===== src/rtl/tokenflow_pkg.sv =====
// Shared definitions for the tokenflow synchronous source: mode encodings,
// output FSM states and the alternating-pattern initial value.
package tokenflow_pkg;

  localparam logic [1:0] MODE_OBLONG = 2'd0;
  localparam logic [1:0] MODE_COUNT  = 2'd1;
  localparam logic [1:0] MODE_SQUARE = 2'd2;
  localparam logic [1:0] MODE_ALT    = 2'd3;

  typedef enum logic [1:0] {
    IDLE,
    SETUP,
    WAIT_HI,
    WAIT_LO
  } tx_state_e;

  // {w/2{2'b01}} zero-extended to 32 bits
  function automatic logic [31:0] alt_init(input int unsigned w);
    logic [31:0] v;
    v = '0;
    for (int unsigned i = 0; i < w / 2; i++) begin
      v = (v << 2) | 32'd1;
    end
    return v;
  endfunction

endpackage


===== src/rtl/tokenflow_fifo.sv =====
// Show-ahead FIFO with extra-bit binary pointers and a synchronous flush.
module tokenflow_fifo #(
  parameter int unsigned W     = 16,
  parameter int unsigned DEPTH = 4
) (
  input  logic         clk_i,
  input  logic         rst_ni,
  input  logic         push_i,
  input  logic         pop_i,
  input  logic         flush_i,
  input  logic [W-1:0] wdata_i,
  output logic [W-1:0] rdata_o,
  output logic         full_o,
  output logic         empty_o
);

  localparam int unsigned AW = $clog2(DEPTH);

  logic [W-1:0] mem_q [DEPTH];
  logic [AW:0]  wptr_q, wptr_d;
  logic [AW:0]  rptr_q, rptr_d;
  logic         do_push, do_pop;

  assign full_o  = (wptr_q[AW] != rptr_q[AW]) && (wptr_q[AW-1:0] == rptr_q[AW-1:0]);
  assign empty_o = (wptr_q == rptr_q);
  assign rdata_o = mem_q[rptr_q[AW-1:0]];

  // A pop on a full FIFO frees the slot in the same cycle.
  assign do_push = push_i && (!full_o || pop_i);
  assign do_pop  = pop_i && !empty_o;

  always_comb begin
    wptr_d = wptr_q;
    rptr_d = rptr_q;
    if (flush_i) begin
      wptr_d = '0;
      rptr_d = '0;
    end else begin
      if (do_push) wptr_d = wptr_q + 1'b1;
      if (do_pop)  rptr_d = rptr_q + 1'b1;
    end
  end

  always_ff @(posedge clk_i or negedge rst_ni) begin
    if (!rst_ni) begin
      wptr_q <= '0;
      rptr_q <= '0;
    end else begin
      wptr_q <= wptr_d;
      rptr_q <= rptr_d;
    end
  end

  always_ff @(posedge clk_i) begin
    if (do_push && !flush_i) mem_q[wptr_q[AW-1:0]] <= wdata_i;
  end

endmodule


===== src/rtl/tokenflow_sync_src.sv =====
// Arithmetic token generator feeding a FIFO, drained over a 4-phase
// bundled-data req/ack channel with a synchronised asynchronous ack.
module tokenflow_sync_src
  import tokenflow_pkg::*;
#(
  parameter int unsigned W           = 16,
  parameter int unsigned DEPTH       = 4,
  parameter int unsigned SYNC_STAGES = 2
) (
  input  logic         clk,
  input  logic         rst_n,
  input  logic         en,
  input  logic         restart,
  input  logic [1:0]   mode,
  input  logic         ack_in,
  output logic         req_out,
  output logic [W-1:0] data_out,
  output logic         wrap,
  output logic [15:0]  sent
);

  localparam logic [W-1:0] AltInit = W'(alt_init(W));

  logic [SYNC_STAGES-1:0] sync_q, sync_d;
  logic                   ack_s;

  logic [1:0]   mode_q, mode_d;
  logic [W-1:0] x_q, x_d;
  logic [W-1:0] acc_q, acc_d;
  logic         wrap_q, wrap_d;
  logic [W-1:0] x_inc, term;
  logic [W:0]   sum;
  logic         gen_push;

  tx_state_e    state_q, state_d;
  logic         req_q, req_d;
  logic [W-1:0] data_q, data_d;
  logic [15:0]  sent_q, sent_d;
  logic         pop;

  logic [W-1:0] fifo_rdata;
  logic         fifo_full, fifo_empty;

  assign sync_d = {sync_q[SYNC_STAGES-2:0], ack_in};
  assign ack_s  = sync_q[SYNC_STAGES-1];

  assign gen_push = en && !fifo_full && !restart;
  assign x_inc    = x_q + W'(1);

  always_comb begin
    unique case (mode_q)
      MODE_OBLONG: term = {x_inc[W-2:0], 1'b0};
      MODE_COUNT:  term = W'(1);
      MODE_SQUARE: term = {x_q[W-2:0], 1'b1};
      default:     term = '0;
    endcase
    sum = {1'b0, acc_q} + {1'b0, term};
  end

  always_comb begin
    mode_d = mode_q;
    x_d    = x_q;
    acc_d  = acc_q;
    wrap_d = wrap_q;
    if (restart) begin
      mode_d = mode;
      x_d    = '0;
      acc_d  = (mode == MODE_ALT) ? AltInit : '0;
      wrap_d = 1'b0;
    end else if (gen_push) begin
      if (mode_q == MODE_ALT) begin
        acc_d = ~acc_q;
      end else begin
        acc_d  = sum[W-1:0];
        wrap_d = wrap_q | sum[W];
      end
      if (mode_q == MODE_OBLONG || mode_q == MODE_SQUARE) x_d = x_inc;
    end
  end

  // Output FSM: data is registered on the pop so it leads req by a cycle.
  always_comb begin
    state_d = state_q;
    req_d   = req_q;
    data_d  = data_q;
    sent_d  = sent_q;
    pop     = 1'b0;
    unique case (state_q)
      IDLE: begin
        if (!fifo_empty && !ack_s) begin
          data_d  = fifo_rdata;
          pop     = 1'b1;
          state_d = SETUP;
        end
      end
      SETUP: begin
        req_d   = 1'b1;
        state_d = WAIT_HI;
      end
      WAIT_HI: begin
        if (ack_s) begin
          req_d   = 1'b0;
          state_d = WAIT_LO;
        end
      end
      WAIT_LO: begin
        if (!ack_s) begin
          sent_d  = sent_q + 16'd1;
          state_d = IDLE;
        end
      end
      default: state_d = IDLE;
    endcase
  end

  always_ff @(posedge clk or negedge rst_n) begin
    if (!rst_n) begin
      sync_q  <= '0;
      mode_q  <= MODE_OBLONG;
      x_q     <= '0;
      acc_q   <= '0;
      wrap_q  <= 1'b0;
      state_q <= IDLE;
      req_q   <= 1'b0;
      data_q  <= '0;
      sent_q  <= '0;
    end else begin
      sync_q  <= sync_d;
      mode_q  <= mode_d;
      x_q     <= x_d;
      acc_q   <= acc_d;
      wrap_q  <= wrap_d;
      state_q <= state_d;
      req_q   <= req_d;
      data_q  <= data_d;
      sent_q  <= sent_d;
    end
  end

  tokenflow_fifo #(
    .W     (W),
    .DEPTH (DEPTH)
  ) u_fifo (
    .clk_i   (clk),
    .rst_ni  (rst_n),
    .push_i  (gen_push),
    .pop_i   (pop),
    .flush_i (restart),
    .wdata_i (acc_q),
    .rdata_o (fifo_rdata),
    .full_o  (fifo_full),
    .empty_o (fifo_empty)
  );

  assign req_out  = req_q;
  assign data_out = data_q;
  assign wrap     = wrap_q;
  assign sent     = sent_q;

endmodule

===== config.mk =====
export PLATFORM = sky130hd
export DESIGN_NAME = tokenflow_sync_src
export DESIGN_NICKNAME = d
export VERILOG_FILES = /design/src/rtl/tokenflow_pkg.sv /design/src/rtl/tokenflow_fifo.sv /design/src/rtl/tokenflow_sync_src.sv
export SDC_FILE = /design/constraint.sdc
export NUM_CORES = 1
export LEC_CHECK = 0
export ABC_AREA = 0
export BUFFER_PORTS_ARGS = -buffer_cell sky130_fd_sc_hd__buf_2
export CAP_MARGIN = 20
export CORE_MARGIN = 5
export CORE_UTILIZATION = 40
export DETAILED_ROUTE_END_ITERATION = 12
export SLEW_MARGIN = 25
export SYNTH_ARGS = -nofsm -noshare
export SYNTH_HDL_FRONTEND = slang
export SYNTH_SLANG_ARGS = --single-unit

===== constraint.sdc =====
create_clock -name clk -period 5.1 [get_ports clk]
set_clock_uncertainty 0.05 [all_clocks]
set_input_delay 0 -clock clk [delete_from_list [all_inputs] [get_ports clk]]
set_output_delay 0 -clock clk [all_outputs]
set_load 0.01 [all_outputs]

; Word-level counts from Yosys, hierarchy flattened
; Memory sizes are Yosys's and may differ from the RTL's. A register that Yosys moved wholly into a read port is not among the register bits.
; Cells that the tools add are included.
[classes]
n_addsub = 5
n_eq_ne = 14
muxes = 25
bitwise_logic = 3
reduce_logical = 27
[op_table]
columns = cell, count
row1 = $mux 16, 6
row2 = $pmux 16 s3, 1
row3 = $add 16x1->16 const B, 2
row4 = $add 16x16->17, 1
row5 = $not 16->16, 1
row6 = $mux 15, 1
row7 = $mux 3, 4
row8 = $eq 2x2->1 const B, 5
row9 = $reduce_and 2->1, 5
row10 = $reduce_bool 2->1, 5
row11 = $mux 1, 8
row12 = $ne 2x2->1 const B, 4
row13 = $pmux 2 s4, 1
row14 = $logic_and 1x1->1, 7
row15 = $add 3x1->3 const B, 2
row16 = $mux 2, 3
row17 = $logic_not 1->1, 5
row18 = $eq 2x1->1 const B, 2
row19 = $logic_not 2->1, 2
row20 = $eq 3x3->1, 1
row21 = $reduce_and 3->1, 1
row22 = $eq 2x2->1, 1
row23 = $logic_or 1x1->1, 2
row24 = $pmux 1 s2, 1
row25 = 3 further kinds, 3
[totals]
ff_bits = 62
ramBits = 64
inputBits = 7
out_inout_bits = 34
word_cells = 85
mem_count = 1
[memory_table]
columns = name, words, width, rd, rd_ports_with_merged_regs, write_ports, line_no
row1 = u_fifo.mem_q, 4, 16, 1, 1, 1, tokenflow_fifo.sv:19  ; logic [W-1:0] mem_q [DEPTH];

; Depth between registers and ports, before layout
; Gate-level depths: netlist of run 1.
[depth]
word_depth = 10
ltp_mapped = 15
depth_no_buf = 15

; Modules after synthesis
; From an unflattened synthesis of run 1, not the netlist that was laid out.
[hier_totals]
cells_unflattened = 609
hier_area_um2 = 7220.7
[modules_own_cells]
columns = module, instances, cells_each, area_per_inst_um2
row1 = tokenflow_sync_src, 1, 470, 4337.9
row2 = tokenflow_fifo, 1, 139, 2882.8

; Worst setup path before layout of run 1
; OpenSTA, ideal clock, no wires.
[synth_path]
path_type = flip-flop to flip-flop
from = register mode_q[0]
to = register wrap_q (netlist: wrap)
setup_time_ns = 0.135
arrival_ns = 3.097
required_ns = 4.915
path_slack_ns = 1.819
stages_incl_launch_ff = 14
path_buffers = 3
synth_period_minus_slack_ns = 3.281
cell_sequence = dfrtp_1 -> ha_1 -> clkbuf_1 -> clkbuf_1 -> buf_1 -> nor2_1 -> ha_1 -> nor2b_4 -> o31a_1 -> o221ai_2 -> o21ai_2 -> a31o_4 -> a2111oi_4 -> nor3_1
[synth_between]
elab_chain_len = 7
elab_cells_between_ends = 12
classes_between = add/sub (1) / eq/ne (4) / mux (4) / bitwise (1) / reduce/logical (2)
[synth_rtl]
columns = element, line_no
row1 = from (decl), tokenflow_sync_src.sv:27  ; logic [1:0] mode_q, mode_d;
row2 = from (signal assigned), tokenflow_sync_src.sv:129  ; mode_q <= mode_d;
row3 = $eq 2x2->1 (tied with other cells), tokenflow_sync_src.sv:51  ; unique case (mode_q)
row4 = $pmux 16 s3, tokenflow_sync_src.sv:51
row5 = $add 16x16->17, tokenflow_sync_src.sv:57  ; sum = {1'b0, acc_q} + {1'b0, term};
row6 = $or 1x1->1, tokenflow_sync_src.sv:75  ; wrap_d = wrap_q | sum[W];
row7 = $mux 1, tokenflow_sync_src.sv:71  ; if (mode_q == MODE_ALT) begin
row8 = $mux 1, tokenflow_sync_src.sv:70  ; end else if (gen_push) begin
row9 = $mux 1, tokenflow_sync_src.sv:65  ; if (restart) begin
row10 = to (signal assigned), tokenflow_sync_src.sv:132  ; wrap_q <= wrap_d;
row11 = to (decl), tokenflow_sync_src.sv:30  ; logic wrap_q, wrap_d;
; Several ways; a longest one is shown, not always the timed one. The select of a mux whose other input is x is not followed.
; A chain may end at the register's enable or synchronous reset.

; Worst setup path after layout of run 1
; Same ends and word-level chain as after synthesis.

==> impl_metrics.csv, run 1 <==
group,metric,value,unit
drt,via_per_inst,5.364,
grt,grt_pass1_vias,4612,
critical_path,worstSetupEndpointType,"flip-flop",
grt,antenna_found_initial,0,
synth,synth_top_area_share,27.76,%
power_and_ir_drop,power_density,400.0,nW/um^2
layout,layout_commonest_cell,"dfrtp_1",
synth,avgSynthCellArea,12.18,um^2
grt,grt_max_degree,78,
floorplan,initial_core_util,40.41,%
critical_path,max_stage_delay,0.57,ns
drt,wl_per_cell,16.23,um
grt,grt_usage,14.66,%
floorplan,core,17180,um^2
synth,netlist_area,6942,um^2
critical_path,crit_buf_inv,2,
timing,hold_viol,0,
layout,fin_cells,850,
critical_path,path_cells,"inv_1, ha_1, inv_1, or4_1, a21oi_1, ha_1, a21oi_1, o21ai_0, a21oi_1, o21ai_2, a31o_4, a2111oi_4, nor3_1",
timing,setup-tns-final,0,ns
drt,firstDrtPassIters,5,
placed_design,hpwl,9261,um
synth,syn-instance-count,570,
synth,ys.flop_type,"dfrtp_1",
grt,grt_pass1_wl,23600,um
clock_network,cts.clk_slew.worst_paths,0.06,ns
power_and_ir_drop,leakage,3.222,nW
drt,ant_nets,0,
drt,drt_iter0_drc,274,
timing,fin_ws,1.226,ns
timing,holdWs,0.09073,ns
critical_path,arrival,4.09,ns
worst_hold_path,hp-class,"input pin to flip-flop",
flow_run,maxCapViolCount,0,
floorplan,io_pins,41,
critical_path,crit_path_top_delay_cell,"or4_1",
timing,min_period_over_period,75.96,%
drt,routed_wirelength,13800,um
timing,setup_viol,0,
layout,insertedDiodeCount,0,
timing,tightest_slew,0.8894,ns
placed_design,finalWeightedCongestion,0.8891,
clock_network,cts_max_path_buffers,2,
drt,drcViolationCount,0,
clock_network,cts.sinks,141,
synth,synth.distinct_cells,53,
synth,ys_warn_count,0,
floorplan,fp-row-count,48,
critical_path,path_delay_family,"compound AO/OA/AOI/OAI gates",
synth,synth_nets,609,
synth,ys_seq_area_share,55.44,%
clock_network,postCtsSetupBuffers,0,
synth,synth_edf_count,64,
grt,overflow,0,
placed_design,preCtsSetupSlack,1.265,ns
critical_path,start_kind,"flip-flop",
synth,synth_largest_area_cell,"dfrtp_1",
clock_network,clk-insertion-delay-late,0.42,ns
placed_design,numPortBuffers,40,
layout,drive_above_1_share,18.88,%
layout,area_delta_synth_final,14.89,%
timing,max_slew_margin,40.71,%
placed_design,placed_cells,814,
floorplan,die_y,141.7,um
synth,synth-async-reset-ratio,54.61,%
timing,fin_crit,3.874,ns
critical_path,required,5.31,ns
layout,nets,651,
clock_network,htreeDepth,4,
critical_path,crit_path_frequent_cell,"a21oi_1",
timing,slew_viol_final,0,
critical_path,critPathKind,"flip-flop to flip-flop",
timing,max_freq,0.2581,GHz
power_and_ir_drop,total_power,3.190,mW
power_and_ir_drop,peakVddDrop,0.2473,mV
clock_network,cts_buffers,17,
drt,vias,4559,
synth,synthTopCellsByArea,"dfrtp_1 28%, edfxtp_1 28%, ha_1 5.6%",
floorplan,die_w,141.7,um
critical_path,critPathMaxFanout,16,
layout,final_cell_mix,"77 x dfrtp_1, 64 x edfxtp_1, 48 x nor2_1",
outcome,outcome,"complete, no violations",
synth,synth.ff_latch_count,141,
timing,rsz0062_at_grt,"false",
clock_network,cts_root_buffer,"clkbuf_16",
clock_network,cts_tree,"done",
floorplan,die_area,20090,um^2
[cell families (layout without fill, tap and decap cells)]
group,count (synthesis),after routing,synth area share [%]
AND/OR/NAND/NOR,164,164,11.57
flip-flops,141,141,55.44
AO/OA/AOI/OAI,110,110,10.02
XOR/XNOR,48,48,6.056
multiplexers,38,38,8.724
buffers and inverters,37,92,2.307
adder cells (fa/ha/maj),32,32,5.876
[metrics by stage]
stage	cell area, um^2	util (%)
final	7975	46.43
after CTS	7971	46.41
after floorplan	6942	-
after global routing	7975	46.43
after global placement	7346	42.77
after detailed placement	7346	42.77
[state kept, by name, indices dropped and copies added (netlist names)]
signal / flops
wrap: 1
data_out: 16
x_q: 15
u_fifo.rptr_q: 3
state_q: 2
u_fifo.mem_q: 64
sync_q: 2
mode_q: 2
sent: 16
acc_q: 16
req_out: 1
u_fifo.wptr_q: 3
[worst paths after layout]
kind | start | to | slack, ns | cells past startpoint
hold reg to reg | sync_q[0] | sync_q[1] | 0.30 | 0
setup reg to reg | mode_q[0] | wrap | 1.23 | 13
setup / recovery | mode_q[0] | wrap | 1.23 | 13
max in group asynchronous | rst_n | x_q[7] | 4.33 | 2
hold / removal | restart | x_q[8] | 0.09 | 2
min in group asynchronous | rst_n | data_out[14] | 0.10 | 2
[worst register-to-register path: stages (launching register included)]
cell       delay, ns
dfrtp_1         0.46
inv_1           0.14
ha_1            0.45
inv_1           0.34
or4_1           0.57
a21oi_1         0.17
ha_1            0.31
a21oi_1         0.16
o21ai_0         0.12
a21oi_1         0.18
o21ai_2         0.10
a31o_4          0.26
a2111oi_4       0.33
nor3_1          0.08
[area by class of cell]
cell class | count | area, um^2
fill | 1557 | 9201
sequential | 141 | 3849
multi-input combinational | 392 | 2938
clock buffer | 20 | 446.7
tap | 225 | 281.5
timing repair buffer | 48 | 276.5
clock inverter | 12 | 138.9
inverter | 12 | 45.04
[routing by layer]
metal  wire length [um]  track usage [%]  up-vias
met5                  0                0        -
met4                232            4.646        0
met3                504            3.640       22
met2               6681            23.71       92
met1               6378            19.51     2270
li1                   -                -     2175
[cell usage after synthesis (all sizes together), types with 3 or more instances]
library cell / count
nand3b: 7
nand3: 10
buf: 10
edfxtp: 64
ha: 31
nand2: 43
mux4: 16
xnor2: 28
nor3: 12
o221ai: 3
mux2: 20
a31oi: 7
or4: 3
o21ai: 36
a21oi: 35
and3: 16
nand4: 7
a21o: 7
o21a: 4
dfrtp: 77
nor2: 48
clkbuf: 15
inv: 12
a211oi: 3
or3: 5
nor3b: 3
nor2b: 5
xor2: 20
[where the power goes]
group | internal, mW | total, mW | switching, mW
Sequential | 1.33 | 1.44 | 0.104
Combinational | 0.258 | 0.539 | 0.281
Clock | 0.737 | 1.22 | 0.478
[timing repair]
item / CTS / global route
resized for setup: 0 / 0
hold buffers: 4 / 0
hold endpoints to repair: 80 / 0
No activity file was read; power rests on OpenSTA's default activity.
==> run 2: changes to the inputs <==
Clock period 5.1 ns to 3.36 ns, I/O delays scaled along.
==> impl_metrics.csv, run 2 (synthesis gave the netlist of run 1 again) <==
group,metric,value,unit
clock_network,cts_buffers,17,
critical_path,start_kind,"flip-flop",
power_and_ir_drop,swShare,27.18,%
grt,grt_pass1_wl,22970,um
grt,grt_pass1_vias,4590,
timing,min_period_over_period,93.56,%
timing,slew_viol_final,0,
outcome,outcome,"complete, no violations",
drt,top_layer_used,"met4",
power_and_ir_drop,seqPwrFrac,45.2,%
floorplan,die_y,141.7,um
critical_path,timing.rr.end,"wrap",
drt,ant_nets,0,
clock_network,cts_max_path_buffers,2,
clock_network,cts_tree,"done",
layout,largest_reg_flops,64,
layout,drive_above_1_share,21.88,%
floorplan,die_area,20090,um^2
clock_network,cts.clk_slew.worst_paths,0.06,ns
layout,insertedDiodeCount,0,
critical_path,r2r_slack,0.22,ns
layout,area_delta_synth_final,16.76,%
drt,drt_iter0_drc,213,
floorplan,fp-row-count,48,
timing,setup_viol,0,
drt,via_per_inst,5.194,
power_and_ir_drop,power_density,594.5,nW/um^2
critical_path,worstSetupEndpointType,"flip-flop",
critical_path,required,3.59,ns
placed_design,numPortBuffers,40,
layout,nets,666,
power_and_ir_drop,switching_power,1.310,mW
floorplan,die_w,141.7,um
floorplan,core,17180,um^2
drt,drcViolationCount,0,
critical_path,critPathMaxFanout,6,
layout,fin_util,47.19,%
flow_run,maxCapViolCount,0,
layout,layout_commonest_cell,"dfrtp_1",
timing,rsz0062_at_grt,"true",
power_and_ir_drop,total_power,4.818,mW
floorplan,io_pins,41,
critical_path,regToRegStartpoint,"x_q[1]",
timing,max_freq,0.3181,GHz
drt,vias,4493,
timing,max_slew_margin,43.70,%
drt,dr_wl_met3,393,um
clock_network,clk-insertion-delay-late,0.41,ns
placed_design,finalWeightedCongestion,0.8859,
critical_path,critPathKind,"flip-flop to flip-flop",
power_and_ir_drop,p_int,3.509,mW
grt,overflow,0,
timing,hold_viol,0,
critical_path,crit_end,"wrap",
critical_path,arrival,3.37,ns
worst_hold_path,hp-class,"input pin to flip-flop",
grt,grt_usage,14.24,%
drt,wl_per_cell,15.72,um
critical_path,startpoint,"x_q[1]",
timing,tightest_slew,0.8444,ns
clock_network,htreeDepth,4,
critical_path,reg2regPathDepth,15,
grt,grt_max_degree,78,
placed_design,hpwl,9368,um
power_and_ir_drop,power_frac_comb,17.4,%
drt,routed_wirelength,13600,um
drt,wl_met1,6436,um
timing,fin_crit,3.144,ns
power_and_ir_drop,peakVddDrop,0.3682,mV
drt,firstDrtPassIters,4,
clock_network,cts_root_buffer,"clkbuf_16",
power_and_ir_drop,leakage,3.284,nW
power_and_ir_drop,clkPwrFrac,37.4,%
worst_hold_path,worstHoldStart,"restart",
floorplan,initial_core_util,40.41,%
layout,final_cell_mix,"76 x dfrtp_1, 64 x edfxtp_1, 47 x nor2_1",
grt,antenna_found_initial,0,
clock_network,cts.sinks,141,
drt,wl_met2,6545,um
run 2: cell types whose count changed in the layout (fill, tap and decap cells not counted), moves of 2 or more:
| cell | before | now |
|---|---|---|
| clkinv_4 | 5 | 1 |
| clkbuf_8 | 1 | 3 |
| inv_6 | 2 | 4 |
| buf_4 | 4 | 19 |
| clkinvlp_4 | 1 | 3 |
| and3_4 | 0 | 2 |
run 2: power by group through the flow:
stage	clock network (mW)	logic (mW)	registers [mW]
2_1_floorplan	0	0.506	2.24
3_3_place_gp	0	0.827	2.19
4_1_cts	1.85	0.855	2.18
6_report	1.80	0.838	2.18
3_5_place_dp	0	0.845	2.21
5_1_grt	1.91	0.933	2.21
run 2: area by class of cell:
type / instances / area [um^2]
Clock buffer: 21 / 470.5
Inverter: 12 / 45.04
Fill cell: 1565 / 9071
Multi-Input combinational cell: 392 / 2963
Tap cell: 225 / 281.5
Sequential cell: 141 / 3850
Timing Repair Buffer: 63 / 389.1
Clock inverter: 11 / 106.4
run 2: routing by layer:
metal / vias up / GRT usage [%]
met4: 0 / 4.697
met2: 66 / 22.64
li1: 2205 / -
met1: 2207 / 19.45
met3: 15 / 3.134
met5: - / 0
run 2: what timing repair did:
item	in CTS	in global routing
hold buffers	4	0
buffers inserted	0	2
setup endpoints to repair	0	3
endpoints found under the hold margin	80	0
gates resized for setup	0	7
run 2: through the flow:
stage / cells / setup TNS (ns) / worst slack (ns) / cell area [um^2] / hold WS (ns)
global placement: 827 / 0 / 0.2117 / 7443 / 0.06015
CTS: 863 / 0 / 0.1286 / 8060 / 0.01569
finish: 865 / 0 / 0.2164 / 8105 / 0.02743
floorplan: 570 / 0 / 0.07877 / 6942 / -0.3456
global route: 865 / -0.03273 / -0.03273 / 8105 / 0.09153
detailed placement: 827 / 0 / 0.1457 / 7443 / 0.06134
run 2: worst min path at each step:
stage | cells past startpoint | slack [ns] | to
floorplan | 0 | -0.35 | acc_q[0]
global placement | 1 | 0.06 | sync_q[0]
detailed placement | 1 | 0.06 | sync_q[0]
CTS | 4 | 0.02 | acc_q[11]
global route | 4 | 0.09 | acc_q[3]
finish | 4 | 0.03 | acc_q[11]
run 2: worst max-delay path, stage by stage, from the launching register on:
cell and delay [ns]:
dfrtp_1 0.40, ha_2 0.23, and3_4 0.21, and3_4 0.21, and3_1 0.20, nor2_1 0.04
o21ai_0 0.15, a21oi_1 0.09, ha_1 0.32, nand2_1 0.06, o21ai_0 0.09, a21oi_1 0.17
o21ai_2 0.10, a31o_4 0.27, a2111oi_4 0.33, nor3_1 0.08
